### src/rtl/wb_mem_arbiter.sv
// wb_mem_arbiter: shares the memory port between cache read-miss fills and
// write-buffer drains. Reads check the write buffer first and are forwarded
// on a hit; a full buffer always drains first.
// Optional feature macro: WB_AGE_EN adds a drain-starvation counter that lets
// a waiting drain win over a memory read after AGE_LIMIT cycles.

`ifndef MEM_ADDR_SIZE
`define MEM_ADDR_SIZE 32
`endif
`ifndef WORD_SIZE_BIT
`define WORD_SIZE_BIT 32
`endif

module wb_mem_arbiter #(
   parameter int unsigned ADDR_W    = `MEM_ADDR_SIZE,
   parameter int unsigned DATA_W    = `WORD_SIZE_BIT,
   parameter int unsigned AGE_LIMIT = 15
) (
   input  logic              clk,
   input  logic              reset,
   // cache side
   input  logic              rd_req,
   input  logic [ADDR_W-1:0] rd_addr,
   output logic              rd_valid,
   output logic [DATA_W-1:0] rd_data,
   // write-buffer side
   input  logic              wb_pending,
   input  logic              wb_full,
   input  logic [ADDR_W-1:0] wb_addr,
   input  logic [DATA_W-1:0] wb_data,
   input  logic              wb_hit,
   input  logic [DATA_W-1:0] wb_hit_data,
   output logic              wb_read,
   output logic [ADDR_W-1:0] wb_lookup_addr,
   output logic              wb_addr_done,
   output logic              wb_done,
   // memory side
   output logic [1:0]        mem_cmd,
   output logic [ADDR_W-1:0] mem_addr,
   output logic [DATA_W-1:0] mem_wdata,
   input  logic              mem_addr_ack,
   input  logic              mem_ack,
   input  logic [DATA_W-1:0] mem_rdata
);

   localparam int unsigned AGE_W   = 8;
   localparam logic [AGE_W-1:0] AGE_MAX = AGE_W'(AGE_LIMIT);

   localparam logic [1:0] CMD_NONE  = 2'b00;
   localparam logic [1:0] CMD_LOAD  = 2'b01;
   localparam logic [1:0] CMD_STORE = 2'b10;

   typedef enum logic [2:0] {
      ST_IDLE    = 3'd0,
      ST_RD_ADDR = 3'd1,
      ST_RD_DATA = 3'd2,
      ST_WR_ADDR = 3'd3,
      ST_WR_DATA = 3'd4,
      ST_RESP    = 3'd5
   } state_e;

   state_e              state_q, state_d;
   logic [ADDR_W-1:0]   addr_q,  addr_d;
   logic [DATA_W-1:0]   data_q,  data_d;
   logic                age_expired;

`ifdef WB_AGE_EN
   logic [AGE_W-1:0]    age_q, age_d;

   // Count cycles a drain waits outside the write states; saturate at the limit.
   always_comb begin
      age_d = age_q;
      if (!wb_pending || (state_d == ST_WR_ADDR && state_q != ST_WR_ADDR)) begin
         age_d = '0;
      end else if (state_q != ST_WR_ADDR && state_q != ST_WR_DATA && age_q != AGE_MAX) begin
         age_d = age_q + AGE_W'(1);
      end
   end

   // Age counter register.
   always_ff @(posedge clk) begin
      if (reset) age_q <= '0;
      else       age_q <= age_d;
   end

   assign age_expired = (age_q == AGE_MAX);
`else
   // Legal AGE_LIMIT is never 0, so without the counter this is constant 0.
   assign age_expired = (AGE_MAX == AGE_W'(0));
`endif

   // State, latched read address and response word.
   always_ff @(posedge clk) begin
      if (reset) begin
         state_q <= ST_IDLE;
         addr_q  <= '0;
         data_q  <= '0;
      end else begin
         state_q <= state_d;
         addr_q  <= addr_d;
         data_q  <= data_d;
      end
   end

   // Next-state selection and latch updates.
   always_comb begin
      state_d = state_q;
      addr_d  = addr_q;
      data_d  = data_q;
      case (state_q)
         ST_IDLE: begin
            if (wb_pending && wb_full) begin
               state_d = ST_WR_ADDR;
            end else if (rd_req && wb_hit) begin
               data_d  = wb_hit_data;
               state_d = ST_RESP;
            end else if (rd_req && !age_expired) begin
               addr_d  = rd_addr;
               state_d = ST_RD_ADDR;
            end else if (wb_pending) begin
               state_d = ST_WR_ADDR;
            end
         end
         ST_RD_ADDR: begin
            if (mem_addr_ack) begin
               if (mem_ack) begin
                  data_d  = mem_rdata;
                  state_d = ST_RESP;
               end else begin
                  state_d = ST_RD_DATA;
               end
            end
         end
         ST_RD_DATA: begin
            if (mem_ack) begin
               data_d  = mem_rdata;
               state_d = ST_RESP;
            end
         end
         ST_RESP: begin
            state_d = ST_IDLE;
         end
         ST_WR_ADDR: begin
            if (mem_addr_ack) begin
               state_d = mem_ack ? ST_IDLE : ST_WR_DATA;
            end
         end
         ST_WR_DATA: begin
            if (mem_ack) state_d = ST_IDLE;
         end
         default: begin
            state_d = ST_IDLE;
         end
      endcase
   end

   // Lookup port follows the cache request directly.
   always_comb begin
      wb_read        = rd_req && (state_q == ST_IDLE);
      wb_lookup_addr = rd_addr;
   end

   // Memory command, strobes and response; all forced low while reset is high
   // so an abandoned transaction never pops the buffer or answers the cache.
   always_comb begin
      rd_valid     = 1'b0;
      rd_data      = '0;
      wb_addr_done = 1'b0;
      wb_done      = 1'b0;
      mem_cmd      = CMD_NONE;
      mem_addr     = '0;
      mem_wdata    = '0;
      if (!reset) begin
         case (state_q)
            ST_RD_ADDR, ST_RD_DATA: begin
               mem_cmd  = CMD_LOAD;
               mem_addr = addr_q;
            end
            ST_WR_ADDR: begin
               mem_cmd      = CMD_STORE;
               mem_addr     = wb_addr;
               mem_wdata    = wb_data;
               wb_addr_done = mem_addr_ack;
               wb_done      = mem_addr_ack && mem_ack;
            end
            ST_WR_DATA: begin
               mem_cmd   = CMD_STORE;
               mem_addr  = wb_addr;
               mem_wdata = wb_data;
               wb_done   = mem_ack;
            end
            ST_RESP: begin
               rd_valid = 1'b1;
               rd_data  = data_q;
            end
            default: begin
               mem_cmd = CMD_NONE;
            end
         endcase
      end
   end

endmodule

### config.mk
export PLATFORM = sky130hd
export DESIGN_NAME = wb_mem_arbiter
export DESIGN_NICKNAME = d
export VERILOG_FILES = /design/src/rtl/wb_mem_arbiter.sv
export SDC_FILE = /design/constraint.sdc
export NUM_CORES = 1
export LEC_CHECK = 0
export ABC_AREA = 1
export CORE_AREA = 2 2 118 120
export DETAILED_ROUTE_END_ITERATION = 16
export DIE_AREA = 0 0 120 122
export PLACE_DENSITY = 0.77
export SETUP_SLACK_MARGIN = 0.2
export SYNTH_ARGS = -nofsm -noshare
export SYNTH_HDL_FRONTEND = slang
export SYNTH_SLANG_ARGS = --single-unit
export TNS_END_PERCENT = 10
### constraint.sdc
create_clock -name clk -period 4.3 [get_ports clk]
set_clock_uncertainty 0.2 [all_clocks]
set_input_delay 0.86 -clock clk [delete_from_list [all_inputs] [get_ports clk]]
set_output_delay 0.86 -clock clk [all_outputs]
set_load 0.005 [all_outputs]
==> impl_metrics.tcl <==
set metrics [dict create \
    intPower_mw 2.14 \
    crit_fanout 33 \
    die_area_um2 14600 \
    vdd_drop_max_mv 0.343 \
    ff2ff_path_depth 8 \
    grt_pass1_wl_mm 23.1 \
    ctsHoldBuffers 0 \
    initial_core_util_pct 30.7 \
    worstReg2RegEnd "data_q[17]" \
    yosysTopAreaCell "dfxtp_1" \
    combPwrFrac_pct 54.4 \
    max_slew_margin_pct 55.3 \
    synthSimpleGateAreaFrac_pct 34.9 \
    totalWireLength_mm 14.8 \
    synthDominantCellAreaShare_pct 32.4 \
    diodes 0 \
    period_share_pct 86.7 \
    period_needed_ns 3.73 \
    rsz0062_at_grt "false" \
    yosysUniqueCellTypes 19 \
    final_common_cell "clkdlybuf4s50_1" \
    p_per_area_nw_per_um2 495 \
    wl_per_cell_um 12.8 \
    min-delay-start "addr_q[22]" \
    cp-end-kind "output pin" \
    clkLatencyLatePin_ns 0.33 \
    syn_area_per_cell_um2 5.79 \
    grt.overflow.total 0 \
    holdPathEnd "addr_q[22]" \
    hold_class "flip-flop to flip-flop" \
    ys.warnings.count 0 \
    fin_area_um2 7360 \
    dp_hpwl_mm 11.1 \
    groute.usage.overall_pct 19.6 \
    place_area_um2 7030 \
    setup-violations-final 0 \
    power.share.clock_pct 22.0 \
    grt_antenna_before_repair 0 \
    cts_setup_buffers 0 \
    pwr-share-seq_pct 23.6 \
    die_w_um 120 \
    synth_fa_ha_area_share_pct 0 \
    r2r_start "state_q[2]" \
    outcome "completed" \
    synth-xor-area-share_pct 0 \
    cts_made_buffers 9 \
    cts_buffer_depth 2 \
    cts_root_buffer "clkbuf_16" \
    final_cell_mix "301 x clkdlybuf4s50_1, 179 x nand2_1, 138 x nor2_1, 105 x inv_1, 67 x dfxtp_1" \
    routed-wl-met3_mm 1.33 \
    hold_depth 2 \
    viasPerCell 4.35 \
    hold_viol 0 \
    grt_max_degree 65 \
    drv_slew 0 \
    p_switching_mw 1.50 \
    ios 302 \
    ant_nets 0 \
    synth.area.mux_share_pct 0 \
    drtPass1Iterations 4 \
    syn_area_um2 4140 \
    netlist_top_cells_area "dfxtp_1 32%, nand2_1 16%, nor2_1 13%, inv_1 9.6%, o21ai_0 6.9%" \
    ys_ff_latch 67 \
    startpoint_type "primary input" \
    htree_levels 3 \
    switching_share_pct 41.2 \
    yosysSeqAreaShare_pct 32.4 \
    clock_sinks 67 \
    p_leak_nw 3.23 \
    io_buffer_count 301 \
    drt-met1-wl_mm 6.38 \
    tritoncts "done" \
    synthCells 716 \
    grt_pass1_vias 4760 \
    place_congestion 0.871 \
    synth_top_family_by_area "simple AND/OR/NAND/NOR gates" \
    wl_met2_mm 6.81 \
    dp_cells 1133 \
    post_cts_resized 0 \
    fillCellCount 1320 \
    arrival_ns 2.67 \
    final_nets 1132 \
    core-area_um2 13500 \
    drive_gt1_share_pct 3.72 \
    p_total_mw 3.64 \
    critPathRequiredTime_ns 3.24 \
    max_cap_viol_count 0 \
    rrSetupSlack_ns 1.88 \
    path_clk_slew_ns 0.05 \
    vias 5002 \
    routed.top_layer "met4" \
    timing_worst_setup_path_type "primary input to output pin" \
    initialDrtViolationCount 191 \
    die_y_um 122 \
    num_rows 43 \
    synth-compound-area-share_pct 12.9 \
    max_freq_mhz 268 \
    worstMarginPinSlew_ns 0.671 \
    finalNonFillerCells 1149 \
    drc 0 \
    syn_to_final_growth_pct 77.6 \
    setup_tns_ns 0 \
    synth_fp_nets 884 \
]
registers in the layout, indices dropped and copies added, names as in the netlist:
name	cells
addr_q	32
data_q	32
state_q	3
cells by family (layout without fill, tap and decap cells):
group,Yosys count,after routing
AND/OR/NAND/NOR,362,362
flip-flops,67,67
buffers and inverters,181,434
AO/OA/AOI/OAI,106,106
per-stage QoR:
step / setup slack (ns) / hold slack (ns) / utilization (%)
final: 0.573 / 0.250 / 54.5
after global routing: 0.405 / 0.271 / 54.5
after CTS: 0.566 / 0.253 / 54.5
after detailed placement: 0.573 / 0.243 / 52.1
after global placement: 0.630 / 0.243 / 52.1
after floorplan: 1.74 / 0.225 / -
critical path, stage by stage:
cell             delay [ns]
clkdlybuf4s50_1        0.50
inv_2                  0.14
nand2_1                0.08
inv_1                  0.06
buf_4                  0.30
nand2_1                0.08
o21ai_0                0.09
clkdlybuf4s50_1        0.54
power by group through the flow:
stage	clock [mW]	combinational, mW	sequential [mW]
after floorplan	0	1.33	0.849
final	0.802	1.98	0.859
after global placement	0	1.96	0.865
after detailed placement	0	1.99	0.873
after global routing	0.851	2.27	0.875
after CTS	0.826	2.00	0.859
metal layers:
metal | vias up | GRT usage, %
li1 | 2623 | -
met1 | 2151 | 23.5
met2 | 206 | 33.7
met3 | 22 | 5.81
met4 | 0 | 6.40
met5 | - | 0
Yosys cell counts:
library cell and instances:
a211oi_1 1, a21oi_1 37, buf_1 5, buf_2 10, buf_4 35, clkbuf_1 23
dfxtp_1 67, inv_1 106, inv_2 2, nand2_1 179, nand2_2 3, nand2_4 1
nand3_1 36, nand3_2 1, nand3_4 1, nor2_1 138, nor2_2 3, o21ai_0 57
o21ai_1 11
cell type report:
type,instances,area [um^2],area share [%]
clock inverter,4,72.6,0.986
clock buffer,12,256,3.48
inverter,108,405,5.51
tap,180,225,3.06
timing repair buffer,310,3080,41.8
multi-input combinational,468,1980,26.9
sequential,67,1340,18.2
worst max-delay path by stage:
stage	from	endpoint	slack (ns)	cells after the start
after global placement	reset	mem_addr[20]	0.63	8
after detailed placement	reset	mem_addr[4]	0.57	8
after CTS	reset	mem_addr[4]	0.57	8
after global routing	reset	mem_addr[31]	0.40	8
final	reset	mem_addr[4]	0.57	8
after floorplan	reset	mem_addr[23]	1.74	6
Note: power is estimated with default switching activity, not from simulation.
